===== src/rtl/io_bus_master_pkg.sv =====
// Shared definitions for the io_* peripheral bus: FSM states, bus widths
// and the IO hub register map.
package io_bus_pkg;

  localparam int IO_DW = 16;
  localparam int IO_AW = 16;

  localparam logic [IO_AW-1:0] IO_CTRL0_ADDR  = 16'd0;
  localparam logic [IO_AW-1:0] IO_CTRL0_FLAGS = 16'd2;
  localparam logic [IO_AW-1:0] IO_CTRL1_DATA  = 16'd4;
  localparam logic [IO_AW-1:0] IO_CTRL1_FIN   = 16'd6;

  typedef enum logic [1:0] {
    IDLE = 2'd0,
    BUS  = 2'd1,
    ERR  = 2'd2,
    RESP = 2'd3
  } state_e;

  // The hub only decodes 16-bit registers, so any odd byte address is rejected.
  function automatic logic isMisaligned(input logic [IO_AW-1:0] addr);
    return (addr & IO_AW'(1)) != '0;
  endfunction

endpackage


===== src/rtl/io_bus_master_if.sv =====
// Core request/response handshake plus io_* bus signals of io_bus_master.
interface io_bus_master_if;
  import io_bus_pkg::*;

  logic             req_i;
  logic             req_we_i;
  logic [IO_AW-1:0] req_addr_i;
  logic [IO_DW-1:0] req_dat_i;
  logic             req_rdy_o;
  logic             rsp_vld_o;
  logic [IO_DW-1:0] rsp_dat_o;
  logic             rsp_err_o;
  logic             io_stb_o;
  logic             io_we_o;
  logic [IO_AW-1:0] io_addr_o;
  logic [IO_DW-1:0] io_dat_o;
  logic [IO_DW-1:0] io_dat_i;
  logic             io_ack_i;

  modport master (
    input  req_i, req_we_i, req_addr_i, req_dat_i, io_dat_i, io_ack_i,
    output req_rdy_o, rsp_vld_o, rsp_dat_o, rsp_err_o,
           io_stb_o, io_we_o, io_addr_o, io_dat_o
  );

  modport slave (
    output req_i, req_we_i, req_addr_i, req_dat_i, io_dat_i, io_ack_i,
    input  req_rdy_o, rsp_vld_o, rsp_dat_o, rsp_err_o,
           io_stb_o, io_we_o, io_addr_o, io_dat_o
  );

endinterface


===== src/rtl/io_bus_master.sv =====
// CPU-side initiator for the io_* bus: one access at a time, with
// misalignment and ack-timeout errors reported in the response.
module io_bus_master
  import io_bus_pkg::*;
#(
  parameter int TIMEOUT = 16
) (
  input  logic             clk_i,
  input  logic             rst_i,
  io_bus_master_if.master  bus
);

  localparam int CW = $clog2(TIMEOUT);
  localparam logic [CW-1:0] CntMax = CW'(TIMEOUT - 1);

  state_e           state_q, state_d;
  logic             stb_q, stb_d;
  logic             we_q, we_d;
  logic [IO_AW-1:0] addr_q, addr_d;
  logic [IO_DW-1:0] dat_q, dat_d;
  logic             rspVld_q, rspVld_d;
  logic [IO_DW-1:0] rspDat_q, rspDat_d;
  logic             rspErr_q, rspErr_d;
  logic [CW-1:0]    cnt_q, cnt_d;

  // Outputs are computed alongside the next state so they can all be registered.
  always_comb begin
    state_d  = state_q;
    stb_d    = 1'b0;
    we_d     = we_q;
    addr_d   = addr_q;
    dat_d    = dat_q;
    rspVld_d = 1'b0;
    rspDat_d = rspDat_q;
    rspErr_d = rspErr_q;
    cnt_d    = cnt_q;

    case (state_q)
      IDLE, RESP: begin
        if (bus.req_i) begin
          if (isMisaligned(bus.req_addr_i)) begin
            state_d = ERR;
          end else begin
            state_d = BUS;
            stb_d   = 1'b1;
            we_d    = bus.req_we_i;
            addr_d  = bus.req_addr_i;
            dat_d   = bus.req_dat_i;
            cnt_d   = '0;
          end
        end else begin
          state_d = IDLE;
        end
      end
      BUS: begin
        if (bus.io_ack_i) begin
          state_d  = RESP;
          rspVld_d = 1'b1;
          rspDat_d = we_q ? '0 : bus.io_dat_i;
          rspErr_d = 1'b0;
          we_d     = 1'b0;
        end else if (cnt_q == CntMax) begin
          state_d  = RESP;
          rspVld_d = 1'b1;
          rspDat_d = '0;
          rspErr_d = 1'b1;
          we_d     = 1'b0;
        end else begin
          stb_d = 1'b1;
          cnt_d = cnt_q + 1'b1;
        end
      end
      ERR: begin
        state_d  = RESP;
        rspVld_d = 1'b1;
        rspDat_d = '0;
        rspErr_d = 1'b1;
      end
      default: state_d = IDLE;
    endcase
  end

  always_ff @(posedge clk_i or posedge rst_i) begin
    if (rst_i) begin
      state_q  <= IDLE;
      stb_q    <= 1'b0;
      we_q     <= 1'b0;
      addr_q   <= '0;
      dat_q    <= '0;
      rspVld_q <= 1'b0;
      rspDat_q <= '0;
      rspErr_q <= 1'b0;
      cnt_q    <= '0;
    end else begin
      state_q  <= state_d;
      stb_q    <= stb_d;
      we_q     <= we_d;
      addr_q   <= addr_d;
      dat_q    <= dat_d;
      rspVld_q <= rspVld_d;
      rspDat_q <= rspDat_d;
      rspErr_q <= rspErr_d;
      cnt_q    <= cnt_d;
    end
  end

  assign bus.req_rdy_o = (state_q == IDLE) || (state_q == RESP);
  assign bus.rsp_vld_o = rspVld_q;
  assign bus.rsp_dat_o = rspDat_q;
  assign bus.rsp_err_o = rspErr_q;
  assign bus.io_stb_o  = stb_q;
  assign bus.io_we_o   = we_q & stb_q;
  assign bus.io_addr_o = addr_q;
  assign bus.io_dat_o  = dat_q;

endmodule


===== src/flat_wrapper.sv =====
// flat-port wrapper written by rule: the top's interface ports become plain ports
module io_bus_master_flat import io_bus_pkg::*;
#(
  parameter int TIMEOUT = 16
)
  (clk_i, rst_i, bus_req_i, bus_req_we_i, bus_req_addr_i, bus_req_dat_i, bus_io_dat_i, bus_io_ack_i, bus_req_rdy_o, bus_rsp_vld_o, bus_rsp_dat_o, bus_rsp_err_o, bus_io_stb_o, bus_io_we_o, bus_io_addr_o, bus_io_dat_o);
  io_bus_master_if bus_i ();
  input  logic clk_i;
  input  logic rst_i;
  input wire logic [$bits(bus_i.req_i)-1:0] bus_req_i;
  input wire logic [$bits(bus_i.req_we_i)-1:0] bus_req_we_i;
  input wire logic [$bits(bus_i.req_addr_i)-1:0] bus_req_addr_i;
  input wire logic [$bits(bus_i.req_dat_i)-1:0] bus_req_dat_i;
  input wire logic [$bits(bus_i.io_dat_i)-1:0] bus_io_dat_i;
  input wire logic [$bits(bus_i.io_ack_i)-1:0] bus_io_ack_i;
  output wire logic [$bits(bus_i.req_rdy_o)-1:0] bus_req_rdy_o;
  output wire logic [$bits(bus_i.rsp_vld_o)-1:0] bus_rsp_vld_o;
  output wire logic [$bits(bus_i.rsp_dat_o)-1:0] bus_rsp_dat_o;
  output wire logic [$bits(bus_i.rsp_err_o)-1:0] bus_rsp_err_o;
  output wire logic [$bits(bus_i.io_stb_o)-1:0] bus_io_stb_o;
  output wire logic [$bits(bus_i.io_we_o)-1:0] bus_io_we_o;
  output wire logic [$bits(bus_i.io_addr_o)-1:0] bus_io_addr_o;
  output wire logic [$bits(bus_i.io_dat_o)-1:0] bus_io_dat_o;
  assign bus_i.req_i = bus_req_i;
  assign bus_i.req_we_i = bus_req_we_i;
  assign bus_i.req_addr_i = bus_req_addr_i;
  assign bus_i.req_dat_i = bus_req_dat_i;
  assign bus_i.io_dat_i = bus_io_dat_i;
  assign bus_i.io_ack_i = bus_io_ack_i;
  assign bus_req_rdy_o = bus_i.req_rdy_o;
  assign bus_rsp_vld_o = bus_i.rsp_vld_o;
  assign bus_rsp_dat_o = bus_i.rsp_dat_o;
  assign bus_rsp_err_o = bus_i.rsp_err_o;
  assign bus_io_stb_o = bus_i.io_stb_o;
  assign bus_io_we_o = bus_i.io_we_o;
  assign bus_io_addr_o = bus_i.io_addr_o;
  assign bus_io_dat_o = bus_i.io_dat_o;
  io_bus_master #(.TIMEOUT(TIMEOUT)) u_core (.clk_i(clk_i), .rst_i(rst_i), .bus(bus_i));
endmodule

===== config.mk =====
export PLATFORM = sky130hd
export DESIGN_NAME = io_bus_master_flat
export DESIGN_NICKNAME = d
export VERILOG_FILES = /design/src/rtl/io_bus_master_pkg.sv /design/src/rtl/io_bus_master_if.sv /design/src/rtl/io_bus_master.sv /design/src/flat_wrapper.sv
export SDC_FILE = /design/constraint.sdc
export NUM_CORES = 1
export LEC_CHECK = 0
export BUFFER_PORTS_ARGS = -buffer_cell sky130_fd_sc_hd__buf_4
export CAP_MARGIN = 20
export CORE_MARGIN = 8
export CORE_UTILIZATION = 40
export CTS_CLUSTER_DIAMETER = 40
export DETAILED_ROUTE_END_ITERATION = 12
export GPL_ROUTABILITY_DRIVEN = 0
export MAX_ROUTING_LAYER = met4
export PLACE_DENSITY = 0.73
export SYNTH_ARGS = -nofsm -noshare
export SYNTH_HDL_FRONTEND = slang
export SYNTH_SLANG_ARGS = --single-unit

===== constraint.sdc =====
create_clock -name clk_i -period 2.6 [get_ports clk_i]
set_clock_uncertainty 0.05 [all_clocks]
set_input_delay 0.13 -clock clk_i [delete_from_list [all_inputs] [get_ports clk_i]]
set_output_delay 0.13 -clock clk_i [all_outputs]
set_load 0.005 [all_outputs]

# [Word-level counts from Yosys, hierarchy flattened]
# Index checks and enable logic that the tools add are counted.
[op_classes] n_addsub=1 multipliers=0 div_mod_pow=0 n_lt_le_gt_ge=0 eq_ne=9 shift=0 mux=30 n_bitwise=2 reduce_logical=9
[ops] op="16-bit two-way mux" count=3
[ops] op="16-bit one-hot mux with 2 select lines" count=1
[ops] op="4-bit two-way mux" count=4
[ops] op="1-bit two-way mux" count=12
[ops] op="2-bit two-way mux" count=4
[ops] op="2-bit != test (second input constant)" count=4
[ops] op="1-bit one-hot mux with 2 select lines" count=4
[ops] op="4-bit one-hot mux with 2 select lines" count=1
[ops] op="2-bit one-hot mux with 3 select lines" count=1
[ops] op="5-bit AND reduction" count=1
[ops] op="4-bit by 1-bit adder with 4-bit output (second input constant)" count=1
[ops] op="2-bit == test (second input constant)" count=2
[ops] op="4-bit == test (second input constant)" count=1
[ops] op="4-bit AND reduction" count=1
[ops] op="2-bit nonzero test" count=2
[ops] op="3-bit by 2-bit != test with 1-bit output (second input constant)" count=1
[ops] op="3-bit AND reduction" count=1
[ops] op="2-bit by 1-bit == test with 1-bit output (second input constant)" count=1
[ops] op="2-bit logical NOT" count=1
[ops] op="2-bit AND reduction" count=1
[ops] op="2-bit OR reduction" count=1
[ops] op="1-bit bitwise AND" count=1
[ops] op="1-bit logical OR" count=1
[ops] op="1-bit NOT" count=1
[totals] ff_bits=57 latch_bits=0 mem_bits_rw=0 romBits=0 inputBits=53 output_inout_bits=53 elab_cells=60 mem_count=0

# [Longest topological paths before layout]
# Gate-level depths: netlist of run 1.
[depth] depth_word=4 depth_mapped=9 depth_no_buf=6

# [Worst setup path before layout of run 1]
# No wires, ideal clock.
[synth_path] path_type="flip-flop to flip-flop" start="register u_core.state_q[0]" end="register u_core.addr_q[10], in the netlist u_core.bus.io_addr_o[10]" setup_ps=125 arrival_time_ps=1695 required_ps=2425 path_slack_ps=730 path_stages_with_launch=9 path_buffers=3 synth_period_minus_slack_ps=1870 path_cell_list="dfrtp_1 > inv_1 > ha_1 > buf_4 > inv_2 > or2_1 > buf_6 > buf_6 > mux2_4"
[synth_between] elab_chain_len=3 word_cells_on_any_way=4 classes_between="eq/ne (1); reduce/logical (3)"
[synth_rtl] element="start, declared" line="io_bus_master.sv:16" text="state_e state_q, state_d;"
[synth_rtl] element="start signal, assigned" line="io_bus_master.sv:95" text="state_q <= state_d;"
[synth_rtl] element="2-bit == test / 2-bit logical NOT (equally long branches)" line="io_bus_master.sv:38" text="case (state_q)"
[synth_rtl] element="2-bit OR reduction *" line="io_bus_master.sv:38"
[synth_rtl] element="3-bit AND reduction (no line) *"
[synth_rtl] element="end signal, assigned" line="io_bus_master.sv:98" text="addr_q <= addr_d;"
[synth_rtl] element="end, declared" line="io_bus_master.sv:19" text="logic [IO_AW-1:0] addr_q, addr_d;"
# Mark *: on every way between the ends. The rest lies on a longest branch, timed or not.
# A chain may end at the register's enable or synchronous reset.

# [Worst setup path in the final report of run 1]
[layout_path] start="register u_core.state_q[0]" end="register u_core.addr_q[12], in the netlist u_core.bus.io_addr_o[12]"
# Same word-level chain as after synthesis.

==> results.txt, run 1 <==
* Number of flops mapped to enable cells by yosys: 0
- Core Footprint: 6200 sq um
* Number of vias per cell: 4.64
- The mapped netlist covers 2510 sq um.
- Sum of negative setup slack: 0 ns
* Via count of the first global-routing pass: 2231
- After detailed routing, the average wire length per cell comes to 15.7 um.
- Yosys printed 0 warnings.
* Largest buffer count on any clock path: 2
- RSZ-0062 raised after global routing: no
* H-tree levels: 3
- For this block, the initial DRC count from the detailed router was 56.
- Critical path startpoint category: flip-flop
* Final design area excluding fillers: 4030 sq um
* Global-route wire length before repair: 11000 um
- Entering global routing, the biggest net connects 35 pins.
- At the pin with the least slew margin, the transition time is 0.618 ns.
- The hold violation count in the final report was 0.
- Count of unresolved DRC violations after routing: 0
- Max-capacitance violation count: 0
* Time the final worst path needs with I/O delays and setup: 2.17 ns
* Path category of the worst min-delay check: input port to flip-flop
- Final ANT Viol Nets: 0
- Worst IR Drop VDD: 0.000682 V
- CTS placed an instance of clkbuf_8 at the clock tree root.
- Power spread over the standard cell area amounts to 1110 nW/um^2.
* Count of clock tree sinks: 57
- First drt pass iteration count: 4
- Synth cell count leaders: dfrtp_1 (57), nand2_1 (39), mux2_4 (27)
- Setup violations remaining at the end of the flow were counted as 0.
- In this run the worst setup path begins at u_core.state_q[0].
- The repair_antennas step left the layout with diodes totalling 0.
- Yosys attributes the largest share of cell area to dfrtp_1 (57%), mux2_4 (16%), nand2_1 (5.8%), o21ai_0 (4.0%), ha_1 (2.5%).
- The number of max-slew violations in the final report came to 0.
- Relative to the synthesized area, the layout overhead comes to 60.5%.
- Max incr delay on CP: 0.47 ns
* Post-synth top area share: 56.7%
- Data on the critical path arrives at its endpoint at 2.33 ns.
- Layout net count: 417
- Summed over all instances, the cell type with the most area after synthesis is dfrtp_1.
- Endpoint kind of the worst setup timing path: flip-flop
- Overall die width: 95.3 um
* HPWL after detailed placement: 4560 um
* Number of buffers and inverters on the critical path: 3
* Start point of the worst hold path: bus_io_dat_i[3]
- Standard-cell row count: 29
- Result of the run: finished, final reports clean
- Number of port buffers: 104
* DR vias: 2046
* Reg2Reg Launch Point: u_core.state_q[0]
* Synth Net Count: 262
* Share of async-settable or async-resettable flops after synthesis: 100%
* # IOs: 106
- Among all flip-flop cells after synthesis, the most frequent one is dfrtp_1.
- Full die area: 9080 sq um
* Overall global routing resource usage: 16.4%
- Leading cell type by number of instances after synthesis: dfrtp_1
- CP top delay family: adder cells
* Yosys reg bits: 57
- Worst setup path category: flip-flop to flip-flop
- Number of setup buffers added after CTS: 0
* Final worst path period share: 83.5%
- STA puts the critical path data required time at 2.76 ns.
- Post-synth cell types: 30
* Worst-path fanout max: 11
- Clock input transition at the sequential cells of the worst setup and hold paths: 0.06 ns
* Die boundary height: 95.3 um
- Synth Area per Inst: 12.3 sq um
- For this configuration, the core starts out at a cell density of 40.5%.
- Worst skew pair latency: 0.33 ns
- Total overflow reported by the global router: 0
* Cell with the biggest individual delay on the critical path: ha_1
- Sequential fraction of the synthesis area: 56.7%
- Counting every instance in the synthesized netlist gives 204.
- Standard cell area after detailed placement: 3360 sq um
- TritonCTS built the clock tree.
* Leakage component of the power: 2.02 nW
- In this run, CTS created clock tree buffers numbering 9.
- Headroom to the max-slew limit came out at 58.8%.
- Final wirelength: 6920 um
* Max Fclk: 461 MHz
- Cells traversed along the worst timing path: inv_1 -> ha_1 -> inv_2 -> or2_2 -> buf_4 -> mux2_4
- The number of antenna violations at the first check in global routing came to 0.
* Fraction of final layout cells sized beyond drive strength 1: 44.0%
## layer usage
| layer | track usage [%] | vias up | part of all wire [%] | wire length (um) |
|---|---|---|---|---|
| li1 | - | 1000 | - | - |
| met1 | 18.3 | 967 | 43 | 2940 |
| met2 | 27.0 | 68 | 49 | 3380 |
| met4 | 6.89 | 0 | 1.5 | 102 |
| met3 | 4.49 | 11 | 7.1 | 493 |
| met5 | - | - | 0 | 0 |
## tightest hold or removal path, cell delays in order
cell,delay (ns)
buf_4,0.11
nand2_1,0.04
o21ai_0,0.07
## final timing paths
kind	endpoint	slack (ns)	cells after the start
setup / recovery	u_core.bus.io_addr_o[12]	0.43	6
hold / removal	u_core.bus.rsp_dat_o[3]	0.02	3
setup reg to reg	u_core.bus.io_addr_o[12]	0.43	6
hold reg to reg	u_core.bus.rsp_dat_o[0]	0.43	2
max in group asynchronous	u_core.bus.io_addr_o[12]	1.39	4
min in group asynchronous	u_core.bus.rsp_dat_o[6]	0.41	3
## metrics by stage
stage	cells	worst slack (ns)	hold WS, ns	total power [mW]	utilization [%]
after floorplan	204	0.730	0.216	2.62	-
after global placement	380	0.521	0.202	3.46	54.2
after detailed placement	380	0.433	0.205	3.52	54.2
after CTS	441	0.416	0.00164	4.52	65.0
after global routing	441	0.331	0.00791	4.81	65.0
final	441	0.430	0.0152	4.48	65.0
## final cells by class
cell class,instances,area [sq um]
clock buffer,11,141
tap,77,96.3
multi-input combinational,132,987
sequential,57,1430
timing repair buffer,155,1290
fill,485,2170
clock inverter,5,78.8
inverter,4,15.0
## registers in the layout, summed over array words and instances, names as in the netlist
register,cells
u_core.we_q,1
u_core.bus.io_stb_o,1
u_core.state_q,2
u_core.bus.rsp_dat_o,16
u_core.cnt_q,4
u_core.bus.io_addr_o,15
u_core.bus.io_dat_o,16
u_core.bus.rsp_vld_o,1
u_core.bus.rsp_err_o,1
## power breakdown
part / switching [mW] / total, mW / leakage (nW) / internal (mW)
registers: 0.259 / 1.57 / 0.712 / 1.31
logic: 0.817 / 1.98 / 1.19 / 1.17
clock network: 0.360 / 0.924 / 0.113 / 0.565
total: 1.43 / 4.48 / 2.02 / 3.04
## logic make-up after synthesis
family                   after synthesis  synth area share, %
multiplexers                          31                 17.9
adder cells (fa/ha/maj)                5                 2.49
other                                  1                0.149
AND/OR/NAND/NOR                       60                 10.7
flip-flops                            57                 56.7
buffers and inverters                 15                 3.98
AO/OA/AOI/OAI                         35                 8.01
## placed cells by master, fill, tap and decap left out, types with 5 or more instances in the layout
cell type and instances:
mux2_4 27, clkbuf_8 10, a21oi_1 6, nand2b_1 5
nand2_1 39, dfrtp_1 57, ha_1 5, buf_4 109
o21ai_0 20, dlygate4sd3_1 45
## timing repair
| item | CTS | global route |
|---|---|---|
| gates resized for setup | 0 | 0 |
| hold buffers | 45 | 0 |
| endpoints found under the hold margin | 71 | 0 |
No activity file was read; power rests on OpenSTA's default activity.
==> run 2: changes to the inputs <==
- ABC_AREA: default -> 1
- PLACE_DENSITY: 0.73 -> 0.75
- clock period: 2.6 -> 1.9 ns (I/O delays scaled with it)
==> run 2 against run 1 <==
Net effect: sequential power rose by 33%; non-clock buffer count rose by 1; register-to-register slack got worse by 0.27 ns; die area grew 2.3%; highest routed layer unchanged; critical endpoint is now u_core.bus.io_addr_o[11]; combinational power is 32% higher; wire length up 2.9%.
==> results.txt, run 2 <==
* Result of the run: finished, final reports clean
* Full die area: 9280 sq um (+2.3%)
- HPWL after detailed placement: 4810 um (+5.6%)
- The power density over the cells is 1430 nW/um^2 (+29%).
- Count of unresolved DRC violations after routing: 0 (unchanged)
* Max-slew violation total from the final report: 0 (unchanged)
* RSZ-0062 raised after global routing: no
* Max-capacitance violation count: 0 (unchanged)
- Of all cell types, the one taking the most synthesized area is dfrtp_1.
* Worst IR Drop VDD: 0.000848 V (+24%)
- The most common cell in the synthesized netlist is nand2_1.
- Max Fclk: 574 MHz (+25%)
- Final number of hold-violating endpoints: 0 (unchanged)
- For this design, the slowest cell found on the critical path is ha_1.
- The final critical-path share of the clock period is 91.7% (+8.2 points).
- First drt pass iteration count: 4 (unchanged)
- The maximum number of buffers from clock root to sink was 2 (unchanged).
* Clk root buf: clkbuf_8
* Core Footprint: 6310 sq um (+1.8%)
- DR vias: 2399 (+17%)
- CP top delay family: adder cells
- The largest fanout of any net on the critical path came to 20 (+9).
- The count of nets after finishing was 502 (+20%).
* Fraction of final layout cells sized beyond drive strength 1: 32.7% (-11 points)
- The number of global-route vias before repair was 2465 (+10%).
* Number of flops mapped to enable cells by yosys: 0 (unchanged)
- The time the worst path needs with I/O delays and setup is 1.74 ns (-0.429 ns).
* Yosys reg bits: 57 (unchanged)
* CP Data Required Time: 2.06 ns (-0.70 ns)
* Count of clock tree sinks: 57 (unchanged)
- # IOs: 106 (unchanged)
- Iter 0 DRT Violations: 79 (+41%)
- Clock input transition at the sequential cells of the worst setup and hold paths: 0.06 ns (about the same)
- The worst setup path is launched from a flip-flop.
- The mean number of vias per cell is 4.55 (-1.9%).
- Clock tree from TritonCTS: built
- Antenna violations before repair: 1 (+1)
* Total overflow reported by the global router: 0 (unchanged)
- Die boundary height: 96.4 um (+1.1%)
* Synthesized-area fraction occupied by ao, oa, aoi and oai cells: 12.8% (+4.8 points)
- The post-synthesis instance area was 2580 sq um (+2.7%).
* Commonest cells after routing, fill and taps aside: buf_4 (107), nand2_1 (97), dfrtp_1 (57), dlygate4sd3_1 (48), inv_1 (44)
- Share of async-settable or async-resettable flops after synthesis: 100% (unchanged)
- The number of buffers added by the clock tree synthesis step came to 9 (unchanged).
- Max incr delay on CP: 0.46 ns (about the same)
- Global-route wire length before repair: 11500 um (+5.3%)
- Among all flip-flop cells after synthesis, the most frequent one is dfrtp_1.
* Overall global routing resource usage: 16.7% (+0.27 points)
- Post-synth cell types: 24 (-20%)
- The simple-gate share of the synthesized area is 19.0% (+8.3 points).
- The horizontal die dimension is 96.4 um (+1.1%).
- Post-synth top area share: 55.2% (-1.5 points)
- Starting Density: 40.9% (+0.39 points)
- Commonest non-fill, non-tap cell in the layout: buf_4
- The final-report setup violation count is 0 (unchanged).
- Maximum number of pins on one net before global-route repair: 34 (-2.9%)
- The number of H-tree levels came to 3 (unchanged).
- After synthesis, the cell types taking the most area are dfrtp_1 (55%), nand2_1 (14%), inv_1 (6.5%), o21ai_2 (5.4%), o21ai_0 (4.1%).
* Final core utilization: 64.9% (-0.11 points)
- Endpoint kind of the worst setup timing path: flip-flop
* Final wirelength: 7120 um (+2.9%)
- The arrival time reported for the critical path endpoint came to 1.91 ns (-0.42 ns).
* Number of buffers and inverters on the critical path: 2 (-1)
* Synth warn: 0 (unchanged)
- The portion of netlist area occupied by mux cells is 0% (-18 points).
- The post-synthesis share of cell area spent on xor and xnor gates came to 0% (unchanged).
* Standard-cell row count: 29 (unchanged)
- Signed area change from the synthesized netlist to the final layout: 58.7%
- The routed wire length per instance is 13.5 um (-14%).
- Sequential fraction of the synthesis area: 55.2% (-1.5 points)
- The register-to-register setup slack came to 0.16 ns (-0.27 ns).
* Path category of the worst min-delay check: input port to flip-flop
- The fraction of the mapped netlist area in adder cells came to 2.42% (-0.066 points).
- Dominant combinational cell family by area after synthesis: simple AND/OR/NAND/NOR gates
- By startpoint and endpoint, the worst setup path is classified as flip-flop to flip-flop.
- Walking the worst path, the cells encountered are inv_1 -> ha_1 -> nand3_4 -> buf_4 -> nand2_1 -> o21ai_1.
* Sum of negative setup slack: 0 ns (unchanged)
- The mean area per synthesized cell is 8.97 sq um (-27%).
- The number of cells produced by synthesis is 288 (+41%).
- Final ANT Viol Nets: 0 (unchanged)
- Synth cell count leaders: nand2_1 (97), dfrtp_1 (57), inv_1 (45)
- The count of port buffers added during placement was 104 (unchanged).
- Synth Net Count: 346 (+32%)
* Worst skew pair latency: 0.33 ns (about the same)
- The leakage dissipation came to 2.22 nW (+9.8%).
run 2: changes by cell type after synthesis, sizes merged, moves of 3 or more:
cell / before / now
nand2b: 5 / 0
o21ai: 20 / 52
nor2b: 3 / 0
nand2: 39 / 99
a31oi: 3 / 0
a21oi: 6 / 1
nand3: 2 / 7
mux2: 31 / 0
inv: 4 / 46
run 2: per-stage QoR:
stage	hold slack [ns]	power, mW	setup WS, ns	instances	cell area (sq um)
after floorplan	0.174	3.58	0.355	288	2580
after detailed placement	0.150	4.66	0.160	462	3410
after CTS	0.00407	5.94	0.153	526	4100
after global placement	0.148	4.58	0.225	462	3410
after global routing	0.0110	6.36	0.0215	527	4100
final	0.0192	5.88	0.158	527	4100
run 2: where the power goes:
part | internal (mW) | leakage, nW | switching (mW)
registers | 1.76 | 0.732 | 0.333
logic | 1.24 | 1.38 | 1.37
clock network | 0.712 | 0.107 | 0.460
run 2: cell type report:
class | instances | area, sq um
timing repair buffer | 156 | 1300
clock inverter | 2 | 35.0
inverter | 46 | 173
fill | 514 | 2220
sequential | 57 | 1430
antenna | 1 | 2.50
clock buffer | 14 | 173
multi-input combinational | 174 | 888
tap | 77 | 96.3
run 2: timing repair:
action,4_1_cts,5_1_grt
gates resized for setup,0,0
endpoints found under the setup margin,0,0
endpoints found under the hold margin,104,0
hold buffers,48,0
setup buffers,0,0
run 2: path summary, 6_finish.rpt:
| path | start | endpoint | cells past startpoint |
|---|---|---|---|
| setup / recovery | u_core.state_q[0] | u_core.bus.io_addr_o[11] | 6 |
| hold / removal | bus_io_dat_i[1] | u_core.bus.rsp_dat_o[1] | 3 |
| setup reg to reg | u_core.state_q[0] | u_core.bus.io_addr_o[11] | 6 |
| hold reg to reg | u_core.bus.rsp_err_o | u_core.bus.rsp_err_o | 2 |
| max in group asynchronous | rst_i | u_core.state_q[0] | 4 |
| min in group asynchronous | rst_i | u_core.bus.rsp_dat_o[8] | 4 |
run 2: worst register-to-register path, cell delays in order, from the launching register on:
cell	delay, ns
dfrtp_1	0.38
inv_1	0.09
ha_1	0.46
nand3_4	0.25
buf_4	0.27
nand2_1	0.08
o21ai_1	0.06
run 2: cells by family (layout without fill, tap and decap cells):
family          Yosys count  after routing
simple gates            114            114
other cells               1              2
fa+ha+maj                 5              5
compound gates           54             54
buf+inv                  57            218
flops                    57             57
run 2: metal layers:
metal / up-vias / part of all wire (%) / track usage, %
li1: 1200 / - / -
met1: 1092 / 41 / 18.5
met4: 0 / 2.7 / 8.70
met5: - / 0 / -
met3: 20 / 6.9 / 3.82
met2: 87 / 50 / 27.4
==> run 3: changes to the inputs <==
- CORE_ASPECT_RATIO: default -> 0.8
==> run 3 against run 2 <==
Net effect: flip-flop and latch count did not move; critical path type unchanged; combinational power barely moved; final cell count rose by 0.95%; wire length fell by 4.7%; setup slack got worse by 0.022 ns.
==> results.txt, run 3 (synthesis gave the netlist of run 2 again) <==
- Final worst path period share: 92.8% (+1.2 points)
* First drt pass iteration count: 4 (unchanged)
* Final core utilization: 64.7% (-0.17 points)
* Fillers: 499 (-2.9%)
- Total overflow reported by the global router: 0 (unchanged)
* Largest buffer count on any clock path: 2 (unchanged)
* Worst IR Drop VDD: 0.000633 V (-25%)
- The total half-perimeter wirelength after legalization and detailed placement is 4710 um (-2.1%).
- Final count of negative-setup-slack endpoints: 0 (unchanged)
- The number of global-route vias before repair came to 2397 (-2.8%).
* Detail-routed net length per standard cell: 12.8 um (-5.6%)
- Critical path startpoint category: flip-flop
- Standard-cell row count: 26 (-10%)
* Signed area change from the synthesized netlist to the final layout: 58.2%
- Maximum number of pins on one net before global-route repair: 34 (unchanged)
- The detailed-route via count is 2330 (-2.9%).
* Global-route wire length before repair: 11400 um (-0.95%)
- The minimum setup slack after placement was 0.145 ns (-0.0150 ns).
- Final wirelength: 6780 um (-4.7%)
- Max-slew violation total from the final report: 0 (unchanged)
- The clock transition at the register clock pins on the worst setup and hold paths after CTS is 0.06 ns (about the same).
- Full die area: 9300 sq um (+0.17%)
* Layout net count: 502 (unchanged)
- The cell area after placement is 3430 sq um (+0.62%).
- Number of vias per cell: 4.38 (-3.8%)
* Iter 0 DRT Violations: 60 (-24%)
- The number of H-tree levels is 3 (unchanged).
- CP Data Required Time: 2.09 ns (+0.03 ns)
* Endpoint kind of the worst setup timing path: flip-flop
- The count of maximum capacitance violations was 0 (unchanged).
- The horizontal die dimension is 106 um (+9.8%).
* Worst-path fanout max: 33 (+65%)
- The power density over the cells was 1400 nW/um^2 (-2.1%).
- The run finished with clean final reports.
* Commonest cells after routing, fill and taps aside: buf_4 (106), nand2_1 (97), dfrtp_1 (57), dlygate4sd3_1 (48), inv_1 (44)
- The final routed DRC violation total came to 0 (unchanged).
- The arrival time reported for the critical path endpoint was 1.95 ns (+0.04 ns).
* Overall global routing resource usage: 15.6% (-1.0 points)
- Worst setup margin: 0.137 ns (-0.0220 ns)
- The leakage dissipation is 2.21 nW (-0.35%).
* Starting Density: 40.9% (about the same)
* Number of port buffers: 104 (unchanged)
* Final ANT Viol Nets: 0 (unchanged)
* Commonest non-fill, non-tap cell in the layout: buf_4
* Max Fclk: 567 MHz (-1.2%)
- The fraction of final layout cells sized beyond drive strength 1 was 32.6% (-0.15 points).
- Sum of negative setup slack: 0 ns (unchanged)
- The tree is rooted in a clkbuf_8.
- The number of antenna diodes is 0 (-1).
- The sink count of the clock tree came to 57 (unchanged).
- Antenna violations before repair: 0 (-1)
* Worst skew pair latency: 0.32 ns (about the same)
- The number of resized instances in the post-cts repair step is 0 (unchanged).
- Final number of hold-violating endpoints: 0 (unchanged)
- Setup repair after global routing left no endpoint under its margin.
* # IOs: 106 (unchanged)
- Clock tree from TritonCTS: built
- The worst setup path is of the flip-flop to flip-flop kind.
- Path category of the worst min-delay check: input port to flip-flop
- Core Footprint: 6310 sq um (about the same)
- Time the final worst path needs with I/O delays and setup: 1.76 ns (+0.0220 ns)
- The number of buffers added by the clock tree synthesis step is 9 (unchanged).
* Die boundary height: 87.9 um (-8.8%)
- The final instance area is 4090 sq um (-0.31%).
==> run 3: cell types whose count changed in the layout (fill, tap and decap cells not counted) <==
| cell | delta |
|---|---|
| buf_4 | -1 |
| clkbuf_8 | -3 |
| diode_2 | -1 |
| buf_12 | +1 |
| clkinv_2 | +2 |
==> run 3: final cells by class <==
cell class	instances	area (sq um)	area share, %
Clock inverter	4	45.0	1.10
Timing Repair Buffer	156	1320	32.2
Tap cell	84	105	2.57
Sequential cell	57	1430	34.9
Inverter	46	173	4.23
Multi-Input combinational cell	174	888	21.7
Clock buffer	11	131	3.22
==> run 3: timing repair <==
action                                  4_1_cts  5_1_grt
buffers inserted                              0        0
endpoints found under the hold margin        61        0
hold buffers                                 48        0
endpoints found under the setup margin        0        0
==> run 3: metrics by stage <==
| step | hold slack (ns) | power [mW] | instances |
|---|---|---|---|
| CTS | 0.0114 | 5.81 | 532 |
| floorplan | 0.174 | 3.58 | 288 |
| detailed placement | 0.0426 | 4.68 | 469 |
| global placement | 0.0456 | 4.60 | 469 |
| finish | 0.0162 | 5.74 | 532 |
| global route | 0.0131 | 6.25 | 532 |
==> run 3: path summary, 6_finish.rpt <==
path | startpoint | to | slack [ns] | cells past startpoint
worst max-delay path | u_core.state_q[0] | u_core.bus.rsp_dat_o[1] | 0.14 | 6
worst max register to register | u_core.state_q[0] | u_core.bus.rsp_dat_o[1] | 0.14 | 6
worst min-delay path | bus_req_we_i | u_core.we_q | 0.02 | 3
max in group asynchronous | rst_i | u_core.bus.io_addr_o[5] | 0.95 | 4
min in group asynchronous | rst_i | u_core.bus.rsp_dat_o[15] | 0.25 | 3
worst min register to register | u_core.bus.rsp_err_o | u_core.bus.rsp_err_o | 0.43 | 2
==> run 3: worst max-delay path: stages (launching register included) <==
cell     delay [ns]
dfrtp_1        0.39
inv_1          0.09
ha_1           0.48
inv_2          0.11
nand2_4        0.35
nand2_1        0.12
o21ai_2        0.08
==> run 3: report_power, final <==
group          switching (mW)  internal (mW)  total, mW
Clock                   0.430          0.592       1.02
Combinational            1.35           1.25       2.61
Sequential              0.343           1.76       2.11
Total                    2.13           3.61       5.74
==> run 3: per-layer routing <==
metal / vias to the layer above / wire [um] / global-route usage [%]
met4: 0 / 79 / 4.59
li1: 1192 / - / -
met5: - / 0 / -
met2: 82 / 3180 / 24.7
met1: 1047 / 3000 / 18.2
met3: 9 / 520 / 6.10
